### src/rtl/in_service_controller_pkg.sv
// Shared types, state encoding and bit-vector helpers for the 8259-style in-service controller.
package in_service_controller_pkg;

    localparam int unsigned NUM_LEVELS = 8;
    localparam int unsigned LEVEL_W    = 3;
    localparam int unsigned STATE_W    = 2;

    localparam logic [STATE_W-1:0] ST_IDLE = 2'd0;
    localparam logic [STATE_W-1:0] ST_ACK1 = 2'd1;
    localparam logic [STATE_W-1:0] ST_ACK2 = 2'd2;
    localparam logic [STATE_W-1:0] ST_ACK3 = 2'd3;

    localparam logic [7:0] MCS80_CALL_OPCODE = 8'hCD;

    function automatic logic [NUM_LEVELS-1:0] rotate_right(
        input logic [NUM_LEVELS-1:0] source,
        input logic [LEVEL_W-1:0]    rotate
    );
        logic [2*NUM_LEVELS-1:0] doubled;
        doubled = {source, source} >> rotate;
        return doubled[NUM_LEVELS-1:0];
    endfunction

    function automatic logic [NUM_LEVELS-1:0] rotate_left(
        input logic [NUM_LEVELS-1:0] source,
        input logic [LEVEL_W-1:0]    rotate
    );
        logic [2*NUM_LEVELS-1:0] doubled;
        doubled = {source, source} << rotate;
        return doubled[2*NUM_LEVELS-1:NUM_LEVELS];
    endfunction

    // Isolates the lowest set bit, i.e. the highest-priority request in unrotated order.
    function automatic logic [NUM_LEVELS-1:0] resolv_priority(
        input logic [NUM_LEVELS-1:0] request
    );
        return request & (~request + NUM_LEVELS'(1));
    endfunction

    function automatic logic [LEVEL_W-1:0] encode_8to3(
        input logic [NUM_LEVELS-1:0] one_hot
    );
        logic [LEVEL_W-1:0] level;
        level = '0;
        for (int i = 0; i < NUM_LEVELS; i++) begin
            if (one_hot[i]) begin
                level = LEVEL_W'(i);
            end
        end
        return level;
    endfunction

endpackage

### src/rtl/in_service_controller_eoi_level_select.sv
// Picks the in-service level a non-specific EOI clears: highest priority relative to priority_rotate.
module in_service_controller_eoi_level_select
    import in_service_controller_pkg::*;
(
    input  logic [NUM_LEVELS-1:0] in_service_register,
    input  logic [LEVEL_W-1:0]    priority_rotate,
    output logic [LEVEL_W-1:0]    eoi_level_c,
    output logic                  eoi_valid_c
);

    logic [NUM_LEVELS-1:0] rotated_c;
    logic [NUM_LEVELS-1:0] winner_c;

    always_comb begin
        rotated_c   = rotate_right(in_service_register, priority_rotate);
        winner_c    = rotate_left(resolv_priority(rotated_c), priority_rotate);
        eoi_level_c = encode_8to3(winner_c);
        eoi_valid_c = |in_service_register;
    end

endmodule

### src/rtl/in_service_controller.sv
// Interrupt acknowledge sequencer: INT pin, INTA byte sequence, in-service register and priority rotation.
module in_service_controller
    import in_service_controller_pkg::*;
(
    input  logic                  clock,
    input  logic                  reset,
    input  logic                  interrupt_acknowledge_n,
    input  logic [NUM_LEVELS-1:0] interrupt,
    input  logic                  u8086_or_mcs80_config,
    input  logic                  auto_eoi_config,
    input  logic                  auto_rotate_mode,
    input  logic [4:0]            interrupt_vector_address,
    input  logic [7:0]            call_address_high,
    input  logic                  eoi_command,
    input  logic                  eoi_specific,
    input  logic [LEVEL_W-1:0]    eoi_level,
    input  logic                  eoi_rotate,
    input  logic                  set_priority_command,
    input  logic [LEVEL_W-1:0]    set_priority_level,
    output logic                  interrupt_to_cpu,
    output logic [NUM_LEVELS-1:0] in_service_register,
    output logic [LEVEL_W-1:0]    priority_rotate,
    output logic [NUM_LEVELS-1:0] clear_interrupt_request,
    output logic [7:0]            data_bus_out,
    output logic                  out_data_enable
);

    logic [STATE_W-1:0]    state_q, state_d;
    logic                  inta_prev_q, inta_prev_d;
    logic [LEVEL_W-1:0]    level_q, level_d;
    logic [NUM_LEVELS-1:0] isr_q, isr_d;
    logic [LEVEL_W-1:0]    rot_q, rot_d;
    logic [NUM_LEVELS-1:0] cir_q, cir_d;
    logic                  int_q, int_d;
    logic [7:0]            data_q, data_d;
    logic                  ode_q, ode_d;

    logic                  inta_fall_c;
    logic                  inta_rise_c;
    logic                  seq_done_c;
    logic [LEVEL_W-1:0]    ack_level_c;
    logic [NUM_LEVELS-1:0] isr_set_c;
    logic [NUM_LEVELS-1:0] isr_clr_c;
    logic [LEVEL_W-1:0]    ns_eoi_level_c;
    logic                  ns_eoi_valid_c;

    in_service_controller_eoi_level_select u_eoi_level_select (
        .in_service_register (isr_q),
        .priority_rotate     (rot_q),
        .eoi_level_c         (ns_eoi_level_c),
        .eoi_valid_c         (ns_eoi_valid_c)
    );

    assign inta_fall_c = inta_prev_q & ~interrupt_acknowledge_n;
    assign inta_rise_c = ~inta_prev_q & interrupt_acknowledge_n;
    // The rising edge that ends the sequence: ACK2 for 8086, ACK3 for MCS-80.
    assign seq_done_c  = inta_rise_c &
                         (((state_q == ST_ACK2) & u8086_or_mcs80_config) | (state_q == ST_ACK3));

    always_ff @(posedge clock) begin
        if (reset) begin
            state_q <= ST_IDLE;
        end else begin
            state_q <= state_d;
        end
    end

    always_comb begin
        state_d = state_q;
        case (state_q)
            ST_IDLE: if (inta_fall_c) state_d = ST_ACK1;
            ST_ACK1: if (inta_fall_c) state_d = ST_ACK2;
            ST_ACK2: begin
                if (u8086_or_mcs80_config) begin
                    if (inta_rise_c) state_d = ST_IDLE;
                end else if (inta_fall_c) begin
                    state_d = ST_ACK3;
                end
            end
            ST_ACK3: if (inta_rise_c) state_d = ST_IDLE;
            default: state_d = ST_IDLE;
        endcase
    end

    always_comb begin
        inta_prev_d = interrupt_acknowledge_n;
        level_d     = level_q;
        rot_d       = rot_q;
        cir_d       = '0;
        int_d       = 1'b0;
        data_d      = '0;
        ode_d       = 1'b0;
        isr_set_c   = '0;
        isr_clr_c   = '0;
        ack_level_c = (interrupt == '0) ? LEVEL_W'(7) : encode_8to3(interrupt);

        if (state_q == ST_IDLE) begin
            if (inta_fall_c) begin
                level_d = ack_level_c;
                if (interrupt != '0) begin
                    isr_set_c = NUM_LEVELS'(1) << ack_level_c;
                    cir_d     = NUM_LEVELS'(1) << ack_level_c;
                end
            end else begin
                int_d = |interrupt;
            end
        end

        if (seq_done_c && auto_eoi_config) begin
            isr_clr_c = isr_clr_c | (NUM_LEVELS'(1) << level_q);
            if (auto_rotate_mode) rot_d = LEVEL_W'(level_q + LEVEL_W'(1));
        end

        if (eoi_command) begin
            if (eoi_specific) begin
                isr_clr_c = isr_clr_c | (NUM_LEVELS'(1) << eoi_level);
                if (eoi_rotate) rot_d = LEVEL_W'(eoi_level + LEVEL_W'(1));
            end else if (ns_eoi_valid_c) begin
                isr_clr_c = isr_clr_c | (NUM_LEVELS'(1) << ns_eoi_level_c);
                if (eoi_rotate) rot_d = LEVEL_W'(ns_eoi_level_c + LEVEL_W'(1));
            end
        end

        // Set-priority is applied last so it overrides any EOI rotation in the same cycle.
        if (set_priority_command) rot_d = LEVEL_W'(set_priority_level + LEVEL_W'(1));

        // A bit being set this cycle survives a simultaneous EOI on it.
        isr_d = (isr_q & ~isr_clr_c) | isr_set_c;

        if (!interrupt_acknowledge_n) begin
            case (state_d)
                ST_ACK1: begin
                    if (!u8086_or_mcs80_config) begin
                        ode_d  = 1'b1;
                        data_d = MCS80_CALL_OPCODE;
                    end
                end
                ST_ACK2: begin
                    ode_d  = 1'b1;
                    data_d = u8086_or_mcs80_config ?
                             {interrupt_vector_address, level_q} :
                             {interrupt_vector_address[4:2], level_q, 2'b00};
                end
                ST_ACK3: begin
                    ode_d  = 1'b1;
                    data_d = call_address_high;
                end
                default: begin
                    ode_d  = 1'b0;
                    data_d = '0;
                end
            endcase
        end
    end

    always_ff @(posedge clock) begin
        if (reset) begin
            inta_prev_q <= 1'b1;
            level_q     <= '0;
            isr_q       <= '0;
            rot_q       <= '0;
            cir_q       <= '0;
            int_q       <= 1'b0;
            data_q      <= '0;
            ode_q       <= 1'b0;
        end else begin
            inta_prev_q <= inta_prev_d;
            level_q     <= level_d;
            isr_q       <= isr_d;
            rot_q       <= rot_d;
            cir_q       <= cir_d;
            int_q       <= int_d;
            data_q      <= data_d;
            ode_q       <= ode_d;
        end
    end

    assign interrupt_to_cpu        = int_q;
    assign in_service_register     = isr_q;
    assign priority_rotate         = rot_q;
    assign clear_interrupt_request = cir_q;
    assign data_bus_out            = data_q;
    assign out_data_enable         = ode_q;

endmodule
### config.mk
export PLATFORM = sky130hd
export DESIGN_NAME = in_service_controller
export DESIGN_NICKNAME = d
export VERILOG_FILES = /design/src/rtl/in_service_controller_pkg.sv /design/src/rtl/in_service_controller_eoi_level_select.sv /design/src/rtl/in_service_controller.sv
export SDC_FILE = /design/constraint.sdc
export NUM_CORES = 1
export LEC_CHECK = 0
export ABC_AREA = 1
export CAP_MARGIN = 20
export CELL_PAD_IN_SITES_DETAIL_PLACEMENT = 1
export CELL_PAD_IN_SITES_GLOBAL_PLACEMENT = 1
export CORE_UTILIZATION = 30
export DETAILED_ROUTE_END_ITERATION = 12
export PLACE_DENSITY = 0.78
export SLEW_MARGIN = 20
export SYNTH_ARGS = -nofsm -noshare
export SYNTH_HDL_FRONTEND = slang
export SYNTH_SLANG_ARGS = --single-unit
### constraint.sdc
create_clock -name clock -period 4.7 [get_ports clock]
set_clock_uncertainty 0.2 [all_clocks]
set_input_delay 0.47 -clock clock [delete_from_list [all_inputs] [get_ports clock]]
set_output_delay 0.47 -clock clock [all_outputs]
set_load 0.01 [all_outputs]
== Word-level counts from Yosys, hierarchy flattened ==
Cells that the tools add are included.
W data, S select, Z words.
Storage, ports and cells
  input bits: 37
  bits in registers: 35
  output and inout bits: 29
Cells by class
  multiplexer cells: 41
  reductions and logical operators: 10
  shift-type cells: 6
  eq/ne operators: 6
  add/sub/neg operators: 5
  bitwise operators: 15
Operators by type and width (count)
  $mux W8: 8
  $mux W3: 19
  $shl A1 B3 Y8 const A: 4
  $or A8 B8 Y8: 3
  $pmux W8 S3: 1
  $and A8 B8 Y8: 2
  $not A8 Y8: 2
  $reduce_or A8 Y1: 2
  $shl A16 B3 Y16: 1
  $shr A16 B3 Y8: 1
  $mux W2: 7
  $add A3 B1 Y3 const B: 4
  $add A8 B1 Y8 const B: 1
  $eq A2 B2 Y1 const B: 4
  $logic_not A8 Y1: 1
  $pmux W2 S4: 1
  $reduce_bool A8 Y1: 1
  $mux W5: 1
  $and A1 B1 Y1: 4
  $eq A2 B1 Y1 const B: 2
  $reduce_or A2 Y1: 2
  $mux W1: 3
  $not A1 Y1: 3
  $reduce_or A3 Y1: 1
  other kinds (5): 5

== Logic depth before layout (Yosys ltp) ==
  depth in word-level cells: 20
  depth in mapped cells: 27
  mapped depth without buffers: 26

== By module ==
A second synthesis with hierarchy kept.
Unflattened totals
  cells, all modules: 443
  area, all modules: 2870.3 um^2
Modules (own cells, without submodules)
  in_service_controller: area an instance 2053.2 um^2, seq. area each 700.7 um^2, instances 1, cells an instance 290
  in_service_controller_eoi_level_select: area an instance 817.0 um^2, seq. area each 0.0 um^2, instances 1, cells an instance 153

== Worst setup path after synthesis ==
OpenSTA, ideal clock, no wires.
  path kind: reg2reg
  from: register rot_q[0], in the netlist priority_rotate[0]
  to: register rot_q[2], in the netlist priority_rotate[2]
  setup slack: 1.419 ns
  period minus slack after synthesis: 3.281 ns
  data required time: 4.385 ns
  arrival: 2.966 ns
  stages on the path, launching flop included: 28
  path through: dfxtp_1 > buf_6 > buf_6 > nand2_4 > nand3_2 > nand2_2 > nand2_2 > nand2_2 > nand2_4 > nor2_8 > nand3_1 > nand3_1 > nand2_1 > nand2_1 > o21ai_2 > inv_2 > nor2_4 > inv_1 > nor2_1 > inv_1 > ha_1 > ha_1 > nand2_1 > o21ai_0 > nand2_1 > o21ai_0 > nor2_1 > o21a_1
Between the ends
  word-level cells in the longest chain between the ends: 18
RTL lines
  start: declaration: RTL line in_service_controller.sv:32  | logic [LEVEL_W-1:0] rot_q, rot_d;
  start signal: assignment: RTL line in_service_controller.sv:170  | rot_q <= rot_d;
  $shr A16 B3 Y8: RTL line in_service_controller_pkg.sv:20  | doubled = {source, source} >> rotate;
  $not A8 Y8: RTL line in_service_controller_pkg.sv:37  | return request & (~request + NUM_LEVELS'(1));
  $add A8 B1 Y8: RTL line in_service_controller_pkg.sv:37
  $and A8 B8 Y8: RTL line in_service_controller_pkg.sv:37
  $shl A16 B3 Y16 (*): RTL line in_service_controller_pkg.sv:29  | doubled = {source, source} << rotate;
  $mux W1: RTL line in_service_controller_pkg.sv:46  | if (one_hot[i]) begin
  $mux W2 (2 in a row): RTL line in_service_controller_pkg.sv:46
  $mux W3 (3 in a row): RTL line in_service_controller_pkg.sv:46
  $mux W3 (*): RTL line in_service_controller_pkg.sv:46
  $add A3 B1 Y3 (*): RTL line in_service_controller.sv:120  | if (eoi_rotate) rot_d = LEVEL_W'(ns_eoi_level_c + LEVEL_W'(1));
  $mux W3 (*): RTL line in_service_controller.sv:120
  $mux W3 (*): RTL line in_service_controller.sv:118  | end else if (ns_eoi_valid_c) begin
  $mux W3 (*): RTL line in_service_controller.sv:115  | if (eoi_specific) begin
  $mux W3 (*): RTL line in_service_controller.sv:114  | if (eoi_command) begin
  $mux W3 (*): RTL line in_service_controller.sv:125  | if (set_priority_command) rot_d = LEVEL_W'(set_priority_level + LEVEL_W'(1));
Every way passes the cells marked *; elsewhere a longest branch is shown, timed or not.
A chain may end at the register's enable or synchronous reset.

== Final worst setup path ==
Ends and elaborated chain as after synthesis.

==> impl_results.md <==
* Reg area at 700.7 um^2
* Main combinational cell family by area after synthesis: simple AND/OR/NAND/NOR gates
* Initial antenna violation count at 0
* Num Clock Sinks at 35
* Max-slew violations at 0
* Achievable Freq at around 0.24 GHz
* Main synth FF type: dfxtp_1
* Post-DR wirelength/cell at roughly 14 um
* Die ar. at 10100 um^2
* DRC at 0
* Synth Area in Simple Gates at 39.47%
* Total GRT Usage at 19.08%
* Footprint of the multi-input gates at 1854 um^2
* Ys Warns at 0
* Critical Path Sink Type: flip-flop
* Critical path buffer and inverter count at 6
* Vias at 3175
* HP Start: level_q[1]$_SDFFE_PP0P_
* DRT Wirelength at 9334 um
* Hold_buf cts at 0
* #FFs+latches synth at 35
* Synth cell types at 41
* Adder-cell share of the synthesized area at 8.169%
* Final setup viols at 0
* CP most frequent cell: nand2_1
* I/O pins at 66
* Final Net Count at 591
* Xor and xnor area share after synthesis at 0%
* Vias in the first global route at 3260
* Hold worst-path end: data_bus_out[1]$_SDFF_PP0_
* Critical Setup Path Class: flip-flop to flip-flop
* Fill cells at ~1200
* Mean Syn Cell Area at 6.140 um^2
* FP Rows at 35
* Compound-Gate Fraction of Synth Area at approximately 15%
* Area after DPL at around 3700 um^2
* Status: completed
* CTS HTree Levels at 2
* RSZ-0062 raised after global routing: false
* Worst R2R Setup Slack at 0.57 ns
* First-pass GRT wire length at roughly 15000 um
* Crit Path Max Fanout at 19
* Post-route ant nets at 0
* Leak Pwr at 0.001798 uW
* Post-synthesis sequential area ratio at around a quarter
* Crit path DAT at 4.11 ns
* Std-Cell Core Area at between 9000 and 10000 um^2
* CTS tree: built
* Design Area, Final at roughly 3800 um^2
* Post_cts resized at 0
* Via density at 4.774
* HPWL Detailed at 7730 um
* Pin count of the biggest net entering global routing at 22
* Skew-Pair Late Insertion Delay at between 0.2 and 0.3 ns
* EDFF count, synth at 0
* Synthesized cell area at 2910 um^2
* Post-layout util at just over 40%
* CP Launch Type: flip-flop
* Ant diodes at 0
* Ys async rst share at 0%
* FF-to-FF Start: priority_rotate[0]$_SDFF_PP0_
* Die width at 100.5 um
* Slew margin rel. at 48.86%
* Largest stage delay, worst path at a little over 0.8 ns
* Postcts setup bufs at 0
* Area growth syn-to-layout at 29.02%
* DR iter-0 viols at 88
* DRT Pass-1 Iters at 4
* Initial Utilization at 31.20%
* Mux cell area share after synthesis at less than 1%
* Fin crit share at 87.90%
* Setup TNS at 0 ns
* Total of max-cap violations at 0
* Hold Path Stages at 2
* Share of cells above drive strength 1 at 7.090%
* Critical R2R Capture: priority_rotate[2]$_SDFF_PP0_
* FF-to-FF path depth at 25
* Count of input and output buffers at 65
* TritonCTS buffer count at 5
* Peak supply drop at between 0.00015 and 0.0002 V
* GRT Residual Overflow at 0
* Root Buffer: clkbuf_8
* Worst Tran Pin Value at 0.7660 ns
* Syn nets at 530
* Post-Synthesis Cells at ~470
* Kind of cell adding the most delay to the critical path: simple AND/OR/NAND/NOR gates
* Hold crit path type: flip-flop to flip-flop
* Max Root-Sink Buffers at 2
* CP Data Required Time at around 4.7 ns
* Die height at 100.5 um
* CTS clk-pin slew, worst paths at approximately 0.08 ns
* Fin crit period at just over 4 ns
* Power per cell area at 239.7 nW/um^2
* Slowest cell on crit path: dfxtp_1
* Hold Violations, Final at 0
* GP Congestion at 0.8578
layer usage:
| metal | track usage (%) | vias up | part of all wire (%) |
|---|---|---|---|
| met5 | 0 | - | 0 |
| met4 | 2.899 | 0 | 0.39 |
| met3 | 3.051 | 4 | 2.3 |
| met2 | 34.98 | 42 | 51 |
| met1 | 23.82 | 1489 | 46 |
| li1 | - | 1640 | - |
through the flow:
step,hold WS [ns],std cells,power [uW],setup slack [ns]
4_1_cts,0.3596,665,910.6,0.5523
3_3_place_gp,0.3368,657,676.2,0.7711
2_1_floorplan,0.2910,474,569.0,1.419
6_report,0.3500,665,900.1,0.5686
3_5_place_dp,0.3473,657,688.7,0.5729
5_1_grt,0.4040,665,969.1,0.1198
how the worst max path moves through the flow:
stage | startpoint | to | slack, ns | cells after the start
floorplan | priority_rotate[0]$_SDFF_PP0_ | priority_rotate[2]$_SDFF_PP0_ | 1.42 | 27
global placement | priority_rotate[0]$_SDFF_PP0_ | priority_rotate[2]$_SDFF_PP0_ | 0.77 | 25
detailed placement | priority_rotate[0]$_SDFF_PP0_ | priority_rotate[2]$_SDFF_PP0_ | 0.57 | 25
CTS | priority_rotate[0]$_SDFF_PP0_ | priority_rotate[2]$_SDFF_PP0_ | 0.55 | 25
global route | priority_rotate[0]$_SDFF_PP0_ | priority_rotate[2]$_SDFF_PP0_ | 0.12 | 25
finish | priority_rotate[0]$_SDFF_PP0_ | priority_rotate[2]$_SDFF_PP0_ | 0.57 | 25
flip-flops by register name, indices dropped and copies added (netlist names):
register	flops
clear_interrupt_request	8
data_bus_out	8
in_service_register	8
inta_prev_q	1
interrupt_to_cpu	1
level_q	3
out_data_enable	1
priority_rotate	3
state_q	2
layout make-up:
cell class                      instances  share of cell area (%)
Multi-Input combinational cell        351                   49.38
Clock buffer                            5                   1.833
Inverter                               75                   7.564
Clock inverter                          3                  0.5332
Timing Repair Buffer                   67                   17.73
Tap cell                              129                   4.299
Sequential cell                        35                   18.66
tightest hold or removal path: cells and delay by family (launching register included):
family / cells / cell delay, ns
compound gates: 1 / 0.06
flops: 1 / 0.35
simple gates: 1 / 0.09
cell usage in the layout, fill, tap and decap left out, types with 4 or more instances in the layout:
cell type / count
inv_1: 68
a21oi_1: 20
ha_1: 19
clkdlybuf4s50_1: 65
clkbuf_8: 5
nor3_1: 12
o21ai_0: 19
nor2_1: 38
nand2_1: 136
inv_2: 5
dfxtp_1: 35
nand2_2: 5
o21ai_2: 5
o211ai_1: 4
o21bai_1: 5
nand3_1: 56
cell usage after synthesis (3+ instances only):
cell | instances | area share, %
buf_2 | 6 | 1.0
o211ai_1 | 4 | 1.0
a21oi_1 | 20 | 3.4
nor2_1 | 38 | 4.9
nand2_1 | 136 | 18
o21ai_0 | 19 | 3.3
nor3_1 | 12 | 2.1
o21bai_1 | 5 | 1.3
a22o_1 | 3 | 0.90
inv_2 | 5 | 0.64
o21ai_2 | 5 | 1.5
clkbuf_1 | 4 | 0.52
inv_1 | 68 | 8.8
o21ai_1 | 3 | 0.52
nand2_4 | 3 | 1.2
dfxtp_1 | 35 | 24
nand4_1 | 3 | 0.64
nand2_2 | 5 | 1.1
nand3_1 | 56 | 9.6
ha_1 | 19 | 8.2
power by group:
group | total (uW) | internal, uW | switching [uW]
Combinational | 352 | 136 | 217
Sequential | 329 | 312 | 17.4
Clock | 219 | 103 | 116
Total | 900 | 550 | 350
logic make-up (layout without fill, tap and decap cells):
group	count (synthesis)	after routing
fa+ha+maj	19	19
mux	2	2
compound gates	70	70
simple gates	260	260
flops	35	35
buf+inv	88	150
No activity file was read; power rests on OpenSTA's default activity.
